<file path="src/rtl/spi_pkg.sv">
// Shared SPI-side types and constants for the IRAM download/readback paths.
package spi_pkg;

    typedef enum logic [2:0] {
        IDLE,
        FETCH,
        WAIT,
        LOAD,
        SHIFT
    } dump_state_t;

    localparam int SYNC_STAGES    = 2;
    localparam int BYTES_PER_WORD = 4;

endpackage

</file>
<file path="src/rtl/spi_sync.sv">
// Brings one asynchronous SPI pin into the system clock domain.
// Provides the synchronized level and single-cycle rise/fall pulses.
module spi_sync
    import spi_pkg::*;
#(
    parameter logic RESET_VAL = 1'b0
) (
    input  logic clk,
    input  logic rst_n,
    input  logic din,
    output logic level,
    output logic rise,
    output logic fall
);

    logic [SYNC_STAGES-1:0] sync_q;
    logic                   prev;

    // The edge-detect stage resets to the same value as the synchronizer.
    // This keeps reset release from being seen as a pin edge.
    always_ff @(posedge clk or negedge rst_n) begin
        if (!rst_n) begin
            sync_q <= {SYNC_STAGES{RESET_VAL}};
            prev   <= RESET_VAL;
        end else begin
            sync_q <= {sync_q[SYNC_STAGES-2:0], din};
            prev   <= sync_q[SYNC_STAGES-1];
        end
    end

    assign level = sync_q[SYNC_STAGES-1];
    assign rise  = level & ~prev;
    assign fall  = ~level & prev;

endmodule

</file>
<file path="src/rtl/iram_dumper.sv">
// SPI-slave transmit path that streams IRAM words to the host on MISO.
// Bytes go out least-significant first, with bits of each byte sent MSB first.
module iram_dumper
    import spi_pkg::*;
#(
    parameter int XLEN   = 32,
    parameter int ADDR_W = 11,
    parameter int DEPTH  = 2048
) (
    input  logic              clk_i,
    input  logic              rst_n_i,
    input  logic              dc_i,
    input  logic              spi_sclk_i,
    input  logic              spi_cs_n_i,
    output logic              spi_miso_o,
    output logic              rd_en_o,
    output logic [ADDR_W-1:0] rd_addr_o,
    input  logic [XLEN-1:0]   rd_data_i,
    output logic              busy_o,
    output logic              done_o
);

    localparam logic [1:0]        LAST_BYTE = 2'(BYTES_PER_WORD - 1);
    localparam logic [ADDR_W-1:0] LAST_ADDR = ADDR_W'(DEPTH - 1);

    dump_state_t       state, state_next;
    logic [XLEN-1:0]   word_buf, next_buf;
    logic [2:0]        bit_idx;
    logic [1:0]        byte_idx;
    logic [ADDR_W-1:0] addr, next_addr;
    logic              pref_req, pref_cap;
    logic              start, abort;
    logic              sclk_level, sclk_rise, sclk_fall;
    logic              cs_level, cs_rise, cs_fall;
    logic              dc_level, dc_rise, dc_fall;
    logic              unused_sync;

    spi_sync #(.RESET_VAL(1'b0)) sclk_sync (
        .clk   (clk_i),
        .rst_n (rst_n_i),
        .din   (spi_sclk_i),
        .level (sclk_level),
        .rise  (sclk_rise),
        .fall  (sclk_fall)
    );

    spi_sync #(.RESET_VAL(1'b1)) cs_sync (
        .clk   (clk_i),
        .rst_n (rst_n_i),
        .din   (spi_cs_n_i),
        .level (cs_level),
        .rise  (cs_rise),
        .fall  (cs_fall)
    );

    spi_sync #(.RESET_VAL(1'b0)) dc_sync (
        .clk   (clk_i),
        .rst_n (rst_n_i),
        .din   (dc_i),
        .level (dc_level),
        .rise  (dc_rise),
        .fall  (dc_fall)
    );

    // The transmit path only needs SCLK falls, CS edges and the DC level.
    assign unused_sync = &{1'b0, sclk_level, sclk_rise, cs_level, dc_rise, dc_fall};

    assign start     = (state == IDLE) && cs_fall && !dc_level;
    assign abort     = (state != IDLE) && cs_rise;
    assign next_addr = (addr == LAST_ADDR) ? '0 : addr + ADDR_W'(1);

    always_ff @(posedge clk_i or negedge rst_n_i) begin
        if (!rst_n_i) state <= IDLE;
        else          state <= state_next;
    end

    always_comb begin
        state_next = state;
        case (state)
            IDLE:    if (start) state_next = FETCH;
            FETCH:   state_next = WAIT;
            WAIT:    state_next = LOAD;
            LOAD:    state_next = SHIFT;
            SHIFT:   state_next = SHIFT;
            default: state_next = IDLE;
        endcase
        if (abort) state_next = IDLE;
    end

    // On the fall that starts byte 3, the next word is requested into next_buf.
    // The word boundary then swaps buffers with no SCLK stall.
    always_ff @(posedge clk_i or negedge rst_n_i) begin
        if (!rst_n_i) begin
            word_buf   <= '0;
            next_buf   <= '0;
            bit_idx    <= 3'd7;
            byte_idx   <= 2'd0;
            addr       <= '0;
            pref_req   <= 1'b0;
            pref_cap   <= 1'b0;
            spi_miso_o <= 1'b0;
            done_o     <= 1'b0;
        end else begin
            pref_req <= 1'b0;
            pref_cap <= pref_req;
            done_o   <= abort;
            if (pref_cap) next_buf <= rd_data_i;
            if (abort) begin
                spi_miso_o <= 1'b0;
                addr       <= '0;
                bit_idx    <= 3'd7;
                byte_idx   <= 2'd0;
            end else begin
                case (state)
                    IDLE: begin
                        spi_miso_o <= 1'b0;
                        if (start) addr <= '0;
                    end
                    LOAD: begin
                        word_buf   <= rd_data_i;
                        byte_idx   <= 2'd0;
                        bit_idx    <= 3'd7;
                        spi_miso_o <= rd_data_i[7];
                        addr       <= next_addr;
                    end
                    SHIFT: begin
                        if (sclk_fall) begin
                            if (bit_idx != 3'd0) begin
                                bit_idx    <= bit_idx - 3'd1;
                                spi_miso_o <= word_buf[{byte_idx, bit_idx - 3'd1}];
                            end else if (byte_idx != LAST_BYTE) begin
                                byte_idx   <= byte_idx + 2'd1;
                                bit_idx    <= 3'd7;
                                spi_miso_o <= word_buf[{byte_idx + 2'd1, 3'd7}];
                                if (byte_idx == LAST_BYTE - 2'd1) pref_req <= 1'b1;
                            end else begin
                                word_buf   <= next_buf;
                                byte_idx   <= 2'd0;
                                bit_idx    <= 3'd7;
                                spi_miso_o <= next_buf[7];
                                addr       <= next_addr;
                            end
                        end
                    end
                    default: ;
                endcase
            end
        end
    end

    assign rd_en_o   = (state == FETCH) || pref_req;
    assign rd_addr_o = addr;
    assign busy_o    = (state != IDLE);

endmodule

</file>
<file path="config.mk">
export PLATFORM = sky130hd
export DESIGN_NAME = iram_dumper
export DESIGN_NICKNAME = d
export VERILOG_FILES = /design/src/rtl/spi_pkg.sv /design/src/rtl/spi_sync.sv /design/src/rtl/iram_dumper.sv
export SDC_FILE = /design/constraint.sdc
export NUM_CORES = 1
export LEC_CHECK = 0
export ABC_AREA = 0
export BUFFER_PORTS_ARGS = -buffer_cell sky130_fd_sc_hd__buf_2
export CAP_MARGIN = 15
export CORE_MARGIN = 2
export CORE_UTILIZATION = 53
export CTS_BUF_LIST = sky130_fd_sc_hd__clkbuf_8
export DETAILED_ROUTE_END_ITERATION = 7
export HOLD_SLACK_MARGIN = 0.15
export PLACE_DENSITY_LB_ADDON = 0.1
export REMOVE_ABC_BUFFERS = 1
export SLEW_MARGIN = 25
export SYNTH_ARGS = -nofsm -noshare
export SYNTH_HDL_FRONTEND = slang
export SYNTH_SLANG_ARGS = --single-unit
</file>
<file path="constraint.sdc">
create_clock -name clk_i -period 3.1 [get_ports clk_i]
set_input_delay 0 -clock clk_i [delete_from_list [all_inputs] [get_ports clk_i]]
set_output_delay 0 -clock clk_i [all_outputs]
set_load 0.05 [all_outputs]
</file>
==> results.md <==
- Setup violations remaining at the end of the flow were counted as 0.
- The final standard cell area without fillers is 0.005480 sq mm.
- In this run, the number of DRC markers left after iteration 0 of detailed routing was between 100 and 150.
- In the post-route analysis, the smallest setup slack over all paths is ~0.38 ns.
- The number of CTS-inserted buffers is 9.
- For this design the ratio of total power to cell area is 690.8 mW/mm^2.
- CTS built an H-tree with a depth of 3.
- The via count of the first global-routing pass was 3225.
- The most numerous cell in the Yosys netlist is dfrtp_1.
- The tool flagged a number of max-cap violations equal to 0.
- The largest net degree at the start of global routing is 50.
- At the pin with the least slew margin, the transition time is 0.8098 ns.
- The CTS tree is done.
- Once detail routing completed, the nets flagged for antenna violations numbered 0.
- The overall global routing resource usage is around a fifth.
- The buffer count from post-CTS setup fixing is 0.
- The number of synthesized flops with an enable pin is 0.
- The final routed wirelength across all metal layers is ~9000 um.
- OpenSTA, run right after detailed placement, puts the worst setup slack at around 0.40 ns.
- The maximum number of buffers from clock root to sink is 2.
- STA classifies the critical path endpoint as a flop.
- In this run the standard cell core region covers just over 0.008 sq mm.
- The minimum clock period is about 2.7 ns.
- The starting utilization of the core area is a little over half.
- In this run the static leakage power is between 2 and 3 nW.
- In this run the core area contains 33 standard-cell rows.
- For this run, the share of the core covered by cells in the final layout is between 60 and 70%.
- The post-detailed-placement cell area is 0.004891 sq mm.
- The maximum ir drop on the vdd rail is ~0.28 mV.
- The critical path required time is 3.36 ns.
- Sorting the synthesized cells by how often they occur yields dfrtp_1, o21ai_0, nand2_1, mux2i_1, mux2_2.
- Routability-driven placement finished with a final weighted congestion of 0.9032.
- The post-route netlist has around 28% of its cells at a drive strength greater than 1.
- The highest achievable clock rate is 367.2 MHz.
- The launching element type of the critical path is a flop.
- The die height is 96.76 um.
- The share of the clock period used by the worst path after layout is 87.84%.
- 0 antenna diodes ended up in the layout.
- Among all flip-flop cells after synthesis, the most frequent one is dfrtp_1.
- The detailed router placed 3233 vias in this run.
- The sum of overflow across all layers after global routing is 0.
- The area added between synthesis and finish is 20.16%.
- The relative max-transition margin is between 40% and 50%.
- The arrival time at the worst endpoint is about 3.0 ns.
- The later pin in the worst-skew pair is clocked with a latency of roughly 0.37 ns.
- By area the synthesized netlist is led by dfrtp_1, mux2_2, mux2i_1.
- The average instance in the mapped netlist occupies around 12 sq um.
- The first global-routing pass estimated 15750 um of wire.
- The path class of the lowest-slack min-delay path is input pin to async pin.
- The floorplan step defined a die boundary enclosing 0.009363 sq mm.
- Port buffering added ~50 buffers.
- After detailed routing, the number of vias per cell comes to about 5.6.
- The tree built by TritonCTS fans out to 95 sinks.
- After clock tree synthesis, the clock-pin slew on the worst setup and hold paths is around 0.1 ns.
- The number of antenna violations at the first check in global routing is 0.
- Synthesis inferred 95 register bits.
- The horizontal die dimension is between 90 and 100 um.
- Summing every instance area after synthesis gives 0.004561 sq mm.
- The wire-length estimate of the detail-placed layout is ~6000 um.
- dfrtp_1 takes more of the synthesized area than any other cell.
- The async set-reset flop share out of synthesis is 100.0%.
- The class of the most critical setup path is flop to flop.
- The clock arrives with around 0.013 ns of skew.
- The number of standard cells after synthesis is 390.
- In this run the worst path has a maximum fanout of 12.
- The setup slack of the worst register-to-register path is approximately 0.38 ns.
- Sequential cells were found to cover a little over half of the synthesized design area.
- The DRC violation count after routing is 0.
- The number of fillers in the final layout is roughly 650.
- The share of synthesized area in the top cell type comes to between 40% and 50%.
- The count of final max-slew check failures is 0.
- During synthesis, Yosys emitted a total of 0 warnings.
- The number of hold violations in the final report is 0.
- The routed wirelength normalized by instance count is ~16 um.
- The detailed-routing iteration count for the pre-antenna-repair pass is 4.
- In this run, distinct cell masters in the synthesized netlist total a little under 60.
- The flow ran to the end, and the final reports show no timing, DRC or antenna violations.
- The design draws about 3.8 mW.
- Setup repair after global routing left no endpoint under its margin.
- Pin placement for this block handled between 50 and 60 I/O pins.
- The number of nets at the end of the flow is 514.
- The tree is rooted in a clkbuf_8.
where the power goes:
group | switching [mW] | internal [mW]
combinational | 0.633 | 0.514
sequential | 0.224 | 1.49
clock | 0.440 | 0.481
total | 1.30 | 2.49
cell type report:
class                   instances  area [sq um]  area share, %
multi-input cells             261          2019          36.85
flip-flops and latches         95          2385          43.52
repair buffers                 95         678.2          12.37
inverters                      10         37.54         0.6849
clock inverters                 6         91.34          1.667
clock buffers                  10         137.6          2.511
well taps                     105         131.4          2.397
cell families (layout without fill, tap and decap cells):
family,count (synthesis),count (layout),synth area share (%)
simple gates,95,95,10.97
buf+inv,34,121,3.539
xor+xnor,3,3,0.7409
flops,95,95,52.29
fa+ha+maj,5,5,1.372
compound gates,84,84,12.04
mux,74,74,19.04
state kept, by name (all words and copies together) (netlist names), 2 cells and up:
name and flops:
bit_idx 3, byte_idx 2, cs_sync.sync_q 2, dc_sync.sync_q 2, next_buf 32, rd_addr_o 11, sclk_sync.sync_q 2, state 3
word_buf 32
through the flow:
step / TNS, ns / std cells / hold WS [ns]
2_1_floorplan: -86.77 / 366 / -0.2956
3_3_place_gp: 0 / 530 / 0.04785
3_5_place_dp: 0 / 530 / 0.05577
4_1_cts: 0 / 582 / 0.2029
5_1_grt: 0 / 582 / 0.2455
6_report: 0 / 582 / 0.1853
worst max-delay path, stage by stage, from the launching register on:
cell	delay (ns)
dfstp_2	0.73
inv_1	0.16
ha_1	0.31
xor2_2	0.37
mux4_2	0.37
nor4b_1	0.34
nor4b_2	0.09
a31o_2	0.25
layout by cell type, fill, tap and decap left out, drive strengths merged, types with 10 or more instances in the layout:
master	Yosys	routed
mux2	32	32
clkbuf	7	10
buf	17	59
nor2	12	12
o21ai	44	44
dlygate4sd3	0	36
nand2	42	42
dfrtp	89	89
inv	10	11
mux2i	35	35
per-layer routing:
layer	GRT usage, %	vias up	part of all wire (%)
met5	0	-	0
met4	7.476	0	1.6
met3	3.396	12	2.7
met2	30.82	56	47
met1	30.37	1597	48
li1	-	1568	-
final timing paths:
path                                         from  cells after the start                 to
worst max-delay path                   bit_idx[0]                      7         spi_miso_o
worst min register to register  cs_sync.sync_q[0]                      0  cs_sync.sync_q[1]
worst max register to register         bit_idx[0]                      7         spi_miso_o
max in group asynchronous                 rst_n_i                      3       next_buf[15]
min in group clk_i                           dc_i                      2  dc_sync.sync_q[0]
worst min-delay path                      rst_n_i                      2       word_buf[25]
what timing repair did:
| item | in CTS | in global routing |
|---|---|---|
| hold buffers | 36 | 0 |
| endpoints found under the hold margin | 114 | 0 |
| gates resized for setup | 0 | 0 |
Power figures use the tool's default switching activity.
